<file path="config.mk">
export PLATFORM = sky130hd
export DESIGN_NAME = sram_port_arbiter_flat
export DESIGN_NICKNAME = d
export VERILOG_FILES = /design/src/rtl/sram_port_arbiter_if.sv /design/src/rtl/sram_port_arbiter.sv /design/src/flat_wrapper.sv
export SDC_FILE = /design/constraint.sdc
export NUM_CORES = 1
export LEC_CHECK = 0
export ABC_AREA = 0
export CAP_MARGIN = 10
export CELL_PAD_IN_SITES_DETAIL_PLACEMENT = 0
export CELL_PAD_IN_SITES_GLOBAL_PLACEMENT = 1
export CORE_AREA = 10 10 124 126
export DETAILED_ROUTE_END_ITERATION = 8
export DIE_AREA = 0 0 134 136
export PLACE_DENSITY = 0.83
export SYNTH_ARGS = -nofsm -noshare
export SYNTH_HDL_FRONTEND = slang
export SYNTH_SLANG_ARGS = --single-unit
</file>
<file path="constraint.sdc">
create_clock -name clk -period 2.2 [get_ports clk]
set_input_delay 0.44 -clock clk [delete_from_list [all_inputs] [get_ports clk]]
set_output_delay 0.44 -clock clk [all_outputs]
set_load 0.01 [all_outputs]
</file>
<file path="src/rtl/sram_port_arbiter_if.sv">
// Request/response bundle between the core's inst/data ports, the arbiter and the SRAM macro.
// slave = arbiter side, master = core + SRAM side.
interface sram_port_arbiter_if;
  logic        inst_req;
  logic [31:0] inst_addr;
  logic [31:0] inst_rdata;
  logic        inst_ok;
  logic        data_req;
  logic [3:0]  data_wen;
  logic [31:0] data_addr;
  logic [31:0] data_wdata;
  logic [31:0] data_rdata;
  logic        data_ok;
  logic        mem_en;
  logic [3:0]  mem_wen;
  logic [31:0] mem_addr;
  logic [31:0] mem_wdata;
  logic [31:0] mem_rdata;

  modport master (
    output inst_req, inst_addr, data_req, data_wen, data_addr, data_wdata, mem_rdata,
    input  inst_rdata, inst_ok, data_rdata, data_ok, mem_en, mem_wen, mem_addr, mem_wdata
  );

  modport slave (
    input  inst_req, inst_addr, data_req, data_wen, data_addr, data_wdata, mem_rdata,
    output inst_rdata, inst_ok, data_rdata, data_ok, mem_en, mem_wen, mem_addr, mem_wdata
  );
endinterface

</file>
<file path="src/rtl/sram_port_arbiter.sv">
// Shares one single-port SRAM between instruction fetch and data; data has priority with a
// streak guard for fetch. Optional perf counters (conflict_cnt, stall_cnt): define SRAM_ARB_PERF_EN.
module sram_port_arbiter #(
  parameter int LAT             = 1,
  parameter int MAX_DATA_STREAK = 3
) (
  input  logic               clk,
  input  logic               resetn,
  sram_port_arbiter_if.slave bus
`ifdef SRAM_ARB_PERF_EN
  ,
  output logic [31:0]        conflict_cnt,
  output logic [31:0]        stall_cnt
`endif
);
  // state  | meaning
  // S_IDLE | no access outstanding; issues in the same cycle a request is seen
  // S_WAIT | access outstanding; cnt counts 1..LAT, owner's ok pulses at cnt==LAT
  typedef enum logic {S_IDLE, S_WAIT} state_t;

  localparam int              CW         = $clog2(LAT + 1);
  localparam logic [CW-1:0]   CNT_LAST   = CW'(LAT);
  localparam logic [CW-1:0]   CNT_ONE    = CW'(1);
  localparam logic [3:0]      STREAK_MAX = 4'(MAX_DATA_STREAK);

  state_t        state;
  logic [CW-1:0] cnt;
  logic          owner;
  logic [3:0]    streak;
  logic          inst_ok_q;
  logic          data_ok_q;
  logic          any_req;
  logic          inst_win;
  logic          issue;
  logic          data_issue;

  assign any_req    = bus.inst_req | bus.data_req;
  assign inst_win   = bus.inst_req & (~bus.data_req | (streak == STREAK_MAX));
  // resetn gates issue so a held request cannot reach the SRAM while reset is low
  assign issue      = resetn & (state == S_IDLE) & any_req;
  assign data_issue = issue & ~inst_win;

  assign bus.mem_en     = issue;
  assign bus.mem_wen    = data_issue ? bus.data_wen : 4'b0000;
  assign bus.mem_addr   = inst_win ? bus.inst_addr : bus.data_addr;
  assign bus.mem_wdata  = data_issue ? bus.data_wdata : 32'h0;
  assign bus.inst_ok    = inst_ok_q;
  assign bus.data_ok    = data_ok_q;
  assign bus.inst_rdata = inst_ok_q ? bus.mem_rdata : 32'h0;
  assign bus.data_rdata = data_ok_q ? bus.mem_rdata : 32'h0;

  always_ff @(posedge clk or negedge resetn) begin
    if (!resetn) begin
      state     <= S_IDLE;
      cnt       <= '0;
      owner     <= 1'b0;
      streak    <= '0;
      inst_ok_q <= 1'b0;
      data_ok_q <= 1'b0;
    end else begin
      inst_ok_q <= 1'b0;
      data_ok_q <= 1'b0;
      case (state)
        S_IDLE: begin
          if (issue) begin
            state <= S_WAIT;
            cnt   <= CNT_ONE;
            owner <= ~inst_win;
            if (inst_win || !bus.inst_req) begin
              streak <= '0;
            end else if (streak != STREAK_MAX) begin
              streak <= streak + 4'd1;
            end
            if (CNT_LAST == CNT_ONE) begin
              inst_ok_q <= inst_win;
              data_ok_q <= ~inst_win;
            end
          end
        end
        S_WAIT: begin
          if (cnt == CNT_LAST) begin
            state <= S_IDLE;
            cnt   <= '0;
          end else begin
            cnt <= cnt + CNT_ONE;
            // ok is registered, so it is raised on the edge that enters cnt==LAT
            if (cnt + CNT_ONE == CNT_LAST) begin
              inst_ok_q <= ~owner;
              data_ok_q <= owner;
            end
          end
        end
        default: state <= S_IDLE;
      endcase
    end
  end

`ifdef SRAM_ARB_PERF_EN
  always_ff @(posedge clk or negedge resetn) begin
    if (!resetn) begin
      conflict_cnt <= 32'h0;
      stall_cnt    <= 32'h0;
    end else begin
      if (issue && bus.inst_req && bus.data_req) begin
        conflict_cnt <= conflict_cnt + 32'd1;
      end
      if ((state == S_WAIT) && (owner ? bus.inst_req : bus.data_req)) begin
        stall_cnt <= stall_cnt + 32'd1;
      end
    end
  end
`endif
endmodule
</file>
<file path="src/flat_wrapper.sv">
// flat-port wrapper written by rule: the top's interface ports become plain ports
module sram_port_arbiter_flat 
#(
  parameter int LAT             = 1,
  parameter int MAX_DATA_STREAK = 3
)
  (clk, resetn, bus_inst_req, bus_inst_addr, bus_data_req, bus_data_wen, bus_data_addr, bus_data_wdata, bus_mem_rdata, bus_inst_rdata, bus_inst_ok, bus_data_rdata, bus_data_ok, bus_mem_en, bus_mem_wen, bus_mem_addr, bus_mem_wdata);
  sram_port_arbiter_if bus_i ();
  input  logic clk;
  input  logic resetn;
  input wire logic [$bits(bus_i.inst_req)-1:0] bus_inst_req;
  input wire logic [$bits(bus_i.inst_addr)-1:0] bus_inst_addr;
  input wire logic [$bits(bus_i.data_req)-1:0] bus_data_req;
  input wire logic [$bits(bus_i.data_wen)-1:0] bus_data_wen;
  input wire logic [$bits(bus_i.data_addr)-1:0] bus_data_addr;
  input wire logic [$bits(bus_i.data_wdata)-1:0] bus_data_wdata;
  input wire logic [$bits(bus_i.mem_rdata)-1:0] bus_mem_rdata;
  output wire logic [$bits(bus_i.inst_rdata)-1:0] bus_inst_rdata;
  output wire logic [$bits(bus_i.inst_ok)-1:0] bus_inst_ok;
  output wire logic [$bits(bus_i.data_rdata)-1:0] bus_data_rdata;
  output wire logic [$bits(bus_i.data_ok)-1:0] bus_data_ok;
  output wire logic [$bits(bus_i.mem_en)-1:0] bus_mem_en;
  output wire logic [$bits(bus_i.mem_wen)-1:0] bus_mem_wen;
  output wire logic [$bits(bus_i.mem_addr)-1:0] bus_mem_addr;
  output wire logic [$bits(bus_i.mem_wdata)-1:0] bus_mem_wdata;
  assign bus_i.inst_req = bus_inst_req;
  assign bus_i.inst_addr = bus_inst_addr;
  assign bus_i.data_req = bus_data_req;
  assign bus_i.data_wen = bus_data_wen;
  assign bus_i.data_addr = bus_data_addr;
  assign bus_i.data_wdata = bus_data_wdata;
  assign bus_i.mem_rdata = bus_mem_rdata;
  assign bus_inst_rdata = bus_i.inst_rdata;
  assign bus_inst_ok = bus_i.inst_ok;
  assign bus_data_rdata = bus_i.data_rdata;
  assign bus_data_ok = bus_i.data_ok;
  assign bus_mem_en = bus_i.mem_en;
  assign bus_mem_wen = bus_i.mem_wen;
  assign bus_mem_addr = bus_i.mem_addr;
  assign bus_mem_wdata = bus_i.mem_wdata;
  sram_port_arbiter #(.LAT(LAT), .MAX_DATA_STREAK(MAX_DATA_STREAK)) u_core (.clk(clk), .resetn(resetn), .bus(bus_i));
endmodule
</file>
# == Word-level counts from Yosys, hierarchy flattened ==
# Index checks and enable logic that the tools add are counted.
# word_totals
reg_bits,9
output_inout_bits,135
word_cells,47
# classes
add_sub_neg,2
eq_ne,3
mux,21
bitwise_logic,10
n_reduce_logical,5
# op_table
cell,n
$mux 32,4
$mux 4,3
$mux 1,10
$pmux 1 s2,4
$add 4x1->4 const B,1
$and 1x1->1,4
$eq 4x2->1 const B,1
$ne 4x2->1 const B,1
$not 1->1,4
$reduce_and 3->1,1
$ne 2x1->1 const B,1
$or 1x1->1,2
$reduce_and 2->1,1
$reduce_bool 2->1,1
$add 1x1->1 const B,1
$logic_not 1->1,1
$logic_or 1x1->1,1

# == Longest topological paths before layout ==
# Gate-level depths: netlist (run 1).
# logic_depth
ltp_word,6
ltp_mapped,5

# == Worst setup path after synthesis (run 1) ==
# Ideal clock, no wire load.
# synth_timing
path_type,register to output
from,reg u_core.streak[0]
to,out bus_mem_addr[0]
t_arrival_ns,1.513
required_time_ns,1.760
path_slack_ns,0.247
path_stages_with_launch,6
n_path_buf,1
path_cell_list,dfrtp_1 -> ha_1 -> nor3b_4 -> o21ai_4 -> buf_6 -> mux2_4
# synth_between
elab_chain_len,4
# synth_rtl
element,line,text
from (decl),sram_port_arbiter.sv:29,logic [3:0] streak;
from (signal assigned),sram_port_arbiter.sv:72,streak <= streak + 4'd1;
$eq 4x2->1,sram_port_arbiter.sv:38,assign inst_win = bus.inst_req & (~bus.data_req | (streak == STREAK_MAX));
$or 1x1->1,sram_port_arbiter.sv:38,
$and 1x1->1,sram_port_arbiter.sv:38,
$mux 32,sram_port_arbiter.sv:45,assign bus.mem_addr = inst_win ? bus.inst_addr : bus.data_addr;
to (decl),flat_wrapper.sv:24,output wire logic [$bits(bus_i.mem_addr)-1:0] bus_mem_addr;
# Every way passes these cells.

# == Worst setup path in the final report (run 1) ==
# layout_timing
from,reg u_core.streak[0]
to,out bus_mem_wdata[19]
# layout_between
elab_chain_len,6
# layout_rtl
element,line,text
$eq 4x2->1,sram_port_arbiter.sv:38,
$or 1x1->1,sram_port_arbiter.sv:38,
$and 1x1->1,sram_port_arbiter.sv:38,
$not 1->1,sram_port_arbiter.sv:41,assign data_issue = issue & ~inst_win;
$and 1x1->1,sram_port_arbiter.sv:41,
$mux 32,sram_port_arbiter.sv:46,assign bus.mem_wdata = data_issue ? bus.data_wdata : 32'h0;
to (decl),flat_wrapper.sv:25,output wire logic [$bits(bus_i.mem_wdata)-1:0] bus_mem_wdata;
# Every way passes these cells.

==> results of run 1 <==
-- cell type report --
cell class	count	area [µm²]	share of cell area, %
clock buffer	4	78.8	1.58
sequential	9	225	4.52
multi-input combinational	160	1380	27.7
timing repair buffer	304	3050	61.3
inverter	5	18.8	0.377
tap	176	220	4.42
-- routing by layer --
metal / wire, µm / global-route usage, %
met1: 4140 / 11.4
met2: 5760 / 18.9
met3: 1170 / 4.43
met4: 48 / 1.15
met5: 0 / 0
-- flip-flops by register name (all words and copies together) (netlist names) --
name / count
u_core.bus.data_ok: 1
u_core.bus.inst_ok: 1
u_core.cnt: 1
u_core.owner: 1
u_core.state: 1
u_core.streak: 4
-- power by group through the flow --
stage | clock (W) | sequential (W) | combinational [W]
floorplan | 0 | 0.000253 | 0.000593
global placement | 0 | 0.000243 | 0.00157
detailed placement | 0 | 0.000245 | 0.00160
CTS | 0.000330 | 0.000243 | 0.00165
global route | 0.000338 | 0.000250 | 0.00183
finish | 0.000324 | 0.000242 | 0.00169
-- metrics by stage --
| stage | setup TNS [ps] | utilization [%] | cells | power (W) |
|---|---|---|---|---|
| 3_5_place_dp | -34380 | 35.8 | 637 | 0.00184 |
| 3_3_place_gp | -33510 | 35.8 | 637 | 0.00182 |
| 6_report | -7390 | 38.4 | 658 | 0.00226 |
| 4_1_cts | -10240 | 37.2 | 655 | 0.00223 |
| 2_1_floorplan | 0 | - | 187 | 0.000846 |
| 5_1_grt | -12680 | 38.4 | 658 | 0.00241 |
-- what timing repair did --
action / 4_1_cts / 5_1_grt
setup endpoints to repair: 69 / 68
pin swaps: 3 / 10
gates cloned: 5 / 3
gates resized for setup: 331 / 43
setup buffers: 10 / 2
-- kinds of logic after synthesis --
| family | share of synthesized area, % |
|---|---|
| AOI/OAI and AO/OA | 6.37 |
| adders and majority gates | 0.759 |
| buffers and inverters | 5.77 |
| DFF | 13.7 |
| muxes | 28.9 |
| and+or+nand+nor | 44.5 |
-- Yosys cell counts, drive strengths merged --
| cell type | n | share of area [%] |
|---|---|---|
| o31ai | 2 | 0.91 |
| o22ai | 1 | 0.38 |
| nand3 | 2 | 0.61 |
| nor3b | 1 | 1.1 |
| buf | 4 | 2.4 |
| and4 | 1 | 0.53 |
| o41ai | 1 | 0.99 |
| or3 | 1 | 0.38 |
| and2 | 100 | 38 |
| nor4 | 1 | 0.38 |
| mux2 | 33 | 29 |
| clkbuf | 9 | 2.3 |
| and3b | 1 | 0.53 |
| a211oi | 1 | 1.2 |
| o21bai | 1 | 0.46 |
| or2 | 1 | 0.38 |
| o21ai | 4 | 1.9 |
| nor2 | 1 | 0.38 |
| dfrtp | 9 | 14 |
| inv | 5 | 1.1 |
| nand3b | 2 | 0.91 |
| nand2b | 3 | 1.1 |
| nand2 | 1 | 0.23 |
| ha | 1 | 0.76 |
| a211o | 1 | 0.53 |
-- worst max-delay path, stage by stage (launching register included) --
cell and delay, ps:
dfrtp_1 380, ha_2 200, nor3b_4 160, buf_6 120, a211oi_4 250, buf_6 160, buf_12 120, and2_1 130
buf_2 130
-- worst paths after layout --
path                                       to  slack (ps)  cells after the start
max in group asynchronous  u_core.bus.data_ok        1530                      2
max reg2reg                      u_core.owner         470                      7
min reg2reg                u_core.bus.inst_ok         480                      1
min                        u_core.bus.inst_ok         480                      1
min in group asynchronous        u_core.state         520                      2
max                         bus_mem_wdata[19]        -130                      8
==> impl_results.md, run 1 <==
* GRT Total Usage at 10.4%
* Area Growth Syn to Fin at 202%
* Antenna Nets Post-Route at 0
* Fin worst setup slack at -128 ps
* DP HPWL at 9120 µm
* Worst clock skew at 2.65 ps
* CTS max path bufs at 2
* Max Slew Vio Count at 0
* Slew @ Worst Pin at roughly 270 ps
* Ys Warns at 0
* Fmax at 430 MHz
* CTS H-tree lvls at 1
* Commonest non-fill, non-tap cells in the layout: 199 x clkdlybuf4s50_1, 86 x and2_1, 52 x buf_6
* Hold wc startpoint: u_core.owner
* Clock-pin slew on the worst setup and hold paths at 40 ps
* Row cnt at 42
* Final Setup Violations at 68
* # diodes at 0
* Pre-CTS WS at -534 ps
* Drt total wl at 11,100 µm
* Crit-path max FO at 9
* Register area share after synthesis at between 10% and 20%
* DR WL/cell at 16.9 µm
* Worst hold slack at ~480 ps
* Synthesized cell area at between 1500 and 2000 µm²
* Cells after Synth at 187
* CTS tree: built
* Sequential fraction of design power at about a tenth
* Worst r2r src: u_core.streak[0]
* Period utilization at 106%
* Post-synthesis register bit count at 9
* First-pass GRT wire length at around 15,000 µm
* Clk root buf: clkbuf_16
* Worst Setup SP: u_core.streak[0]
* Critical path class: flip-flop to primary output
* Drt pass-1 iters at 4
* Fillers at 1,336
* Initial DRC count at 47
* DIE AREA at 18,200 µm²
* DRC at 0
* Worst Setup End Kind: primary output
* Post-layout nets at between 600 and 700
* Max-Cap Viols at 0
* Detail-routed via count per cell at 3.76
* Mapped Avg Cell Area at 8.82 µm²
* Sw frac at 33.2%
* I/O Buffers at 270
* Hold Fails Final Rpt at 0
* Die X at 134 µm
* Initial antenna violation count at 0
* CP arrival at 1890 ps
* Core ar. at about 13,000 µm²
* Combinational power share at about three quarters
* Vias after detailed routing at 2,471
* Commonest non-fill, non-tap cell in the layout: clkdlybuf4s50_1
* Synthesized net count at approximately 320
* Cts bufs inserted at 3
* Pin count of the biggest net entering global routing at 34
* Nature of the critical path startpoint: flip-flop
* Failing checks: setup timing
* Min-Delay Path Class: flip-flop to flip-flop
* Post-route cell area at 4980 µm²
* CTS sink count at 9
* PwrDens at 454 nW/µm²
* Post-synthesis cell type count at 30
* Clock share of power at 14.3%
* DP Area at 4650 µm²
* Status: finished with violations
* Worst vdd ir at 0.267 mV
* Routability congestion estimate at 0.811
* Top Ports at 271
* Post-cts hold buffer count at 0
* Psw at ~0.00075 W
* Number of global-route vias before repair at 2,606
* Die height at around 140 µm
* Clk Latency, worst-skew pair at between 200 and 250 ps
* Max_slew headroom at 81.6%
* Cell leakage power at 2.25 nW
* Minimum clock period at roughly 2300 ps
* Req. time, crit path at 1760 ps
* Grt total ovfl at 0
* Starting Density at 12.7%
* Fraction of layout cells with a size suffix above 1 at 33.4%
* RSZ-0062 raised after global routing: yes
* Cell Int Power at 0.00151 W
Power figures use the tool's default switching activity.
==> run 2, diff against run 1 <==
--- a/config.mk
+++ b/config.mk
@@ -9,9 +9,9 @@
 export CAP_MARGIN = 10
 export CELL_PAD_IN_SITES_DETAIL_PLACEMENT = 0
 export CELL_PAD_IN_SITES_GLOBAL_PLACEMENT = 1
-export CORE_AREA = 10 10 124 126
+export CORE_AREA = 2 2 116 118
 export DETAILED_ROUTE_END_ITERATION = 8
-export DIE_AREA = 0 0 134 136
+export DIE_AREA = 0 0 118 120
 export PLACE_DENSITY = 0.83
 export SYNTH_ARGS = -nofsm -noshare
 export SYNTH_HDL_FRONTEND = slang
==> run 2 against run 1 <==
The run still ends with setup timing left. Global-route usage increased by 2.1 points. Worst setup slack got worse by 29 ps. Maximum frequency decreased by 1.3%. Wire length decreased by 13%. Via count increased by 3.3%. Sequential share of layout area decreased by 0.087 points. Clock power increased by 1%. Critical path type unchanged. Largest cell class unchanged.
==> impl_results.md, run 2 (same netlist as run 1, synthesis figures left out) <==
* Worst vdd ir at 0.224 mV
* Max-Cap Viols at 0
* DIE AREA at between 10,000 and 15,000 µm²
* Area Growth Syn to Fin at 208%
* Post-route cell area at 5080 µm²
* DP HPWL at between 7000 and 8000 µm
* Sequential fraction of design power at about a tenth
* Hold Fails Final Rpt at 0
* Worst Setup End Kind: primary output
* Minimum clock period at 2360 ps
* Row cnt at 42
* Failing checks: setup timing
* Clock-pin slew on the worst setup and hold paths at 40 ps
* Number of global-route vias before repair at 2,596
* Fin worst setup slack at -157 ps
* Detail-routed via count per cell at about 3.8
* Vias after detailed routing at 2,552
* Overall power at 0.00229 W
* RSZ-0062 raised after global routing: yes
* Initial antenna violation count at 0
* GRT Total Usage at 12.5%
* First-pass GRT wire length at ~14,000 µm
* Largest Register: u_core.streak
* Multi-input logic area at 1380 µm²
* Req. time, crit path at 1760 ps
* DR WL/cell at 14.4 µm
* DP Area at 4660 µm²
* CTS max path bufs at 2
* Slew @ Worst Pin at between 200 and 300 ps
* Status: finished with violations
* Clk root buf: clkbuf_16
* Top Ports at 271
* Fillers at around 1,300
* Commonest non-fill, non-tap cells in the layout: 199 x clkdlybuf4s50_1, 85 x and2_1, 58 x buf_6
* Sequential cell area at 225 µm²
* Psw at 0.000754 W
* Antenna Nets Post-Route at 0
* Fmax at 424 MHz
* Max_slew headroom at 82.4%
* Die X at 118 µm
* Crit-path max FO at 5
* CTS H-tree lvls at 1
* PwrDens at about 450 nW/µm²
* Post-layout nets at approximately 630
* Combinational power share at between 70% and 80%
* Clock share of power at 14.3%
* Sw frac at 32.9%
* Grt total ovfl at 0
* Die height at 120 µm
* Post-cts hold buffer count at 0
* Core ar. at 13,000 µm²
* Critical path class: flip-flop to primary output
* Cts bufs inserted at 3
* I/O Buffers at 270
* Min-Delay Path Class: flip-flop to flip-flop
* Nature of the critical path startpoint: flip-flop
* Starting Density at roughly an eighth
* Commonest non-fill, non-tap cell in the layout: clkdlybuf4s50_1
* CP arrival at roughly 1900 ps
* Clk Latency, worst-skew pair at 240 ps
* Max Slew Vio Count at 0
* Cell Int Power at 0.00154 W
* CTS sink count at 9
* Routability congestion estimate at slightly above 0.8
* Number of flip-flops in the largest register at 4
* CTS tree: built
* Cell leakage power at 2.30 nW
* Pin count of the biggest net entering global routing at 34
* Worst clock skew at around 5.9 ps
* Fraction of layout cells with a size suffix above 1 at 35.0%
* Setup TNS Final at -5460 ps
* DRC at 0
* # diodes at 0
* Final Setup Violations at about 70
* Drt total wl at 9630 µm
* Initial DRC count at between 50 and 60
* Drt pass-1 iters at 4
* Period utilization at 107%
run 2: final timing paths:
path	from	slack, ps	cells past startpoint	endpoint
max	u_core.streak[0]	-160	9	bus_mem_wdata[16]
min	u_core.owner	480	1	u_core.bus.inst_ok
min reg2reg	u_core.owner	480	1	u_core.bus.inst_ok
max reg2reg	u_core.streak[0]	450	9	u_core.bus.data_ok
min in group asynchronous	resetn	520	2	u_core.streak[3]
max in group asynchronous	resetn	1530	2	u_core.streak[1]
run 2: timing repair:
| action | in CTS | in global routing |
|---|---|---|
| pin swaps | 12 | 3 |
| cloned | 6 | 0 |
| endpoints found under the setup margin | 69 | 68 |
| buffers inserted | 18 | 3 |
| gates resized for setup | 351 | 15 |
run 2: power groups by stage:
stage / logic, W / clock network [W] / registers [W]
after floorplan: 0.000593 / 0 / 0.000253
after global routing: 0.00183 / 0.000344 / 0.000249
final: 0.00172 / 0.000328 / 0.000242
after CTS: 0.00174 / 0.000330 / 0.000243
after detailed placement: 0.00158 / 0 / 0.000244
after global placement: 0.00156 / 0 / 0.000241
run 2: layout make-up:
| cell class | count | area share [%] |
|---|---|---|
| Clock buffer | 3 | 1.48 |
| Clock inverter | 1 | 0.0986 |
| Inverter | 5 | 0.370 |
| Multi-Input combinational cell | 160 | 27.3 |
| Sequential cell | 9 | 4.44 |
| Tap cell | 176 | 4.34 |
| Timing Repair Buffer | 313 | 62.0 |
run 2: layer usage:
| layer | up-vias | part of all wire (%) | GRT usage [%] |
|---|---|---|---|
| met5 | - | 0 | 0 |
| li1 | 1219 | - | - |
| met4 | 0 | 1.1 | 2.56 |
| met2 | 156 | 53 | 23.9 |
| met1 | 1166 | 38 | 14.0 |
| met3 | 11 | 8.6 | 2.95 |
run 2: stage by stage:
step	worst slack [ps]	hold WS [ps]	util, %	instances
2_1_floorplan	247	144	-	187
3_3_place_gp	-493	463	35.9	639
3_5_place_dp	-521	478	35.9	639
4_1_cts	-232	485	39.1	667
5_1_grt	-235	522	39.1	667
6_report	-157	483	39.1	667
run 2: worst max-delay path, cell delays in order, from the launching register on:
cell and delay (ps):
dfrtp_1 370, ha_2 200, nor3b_4 160, buf_6 120, a211oi_4 240, buf_6 150, buf_12 110, buf_16 110
and2_4 130, buf_6 90
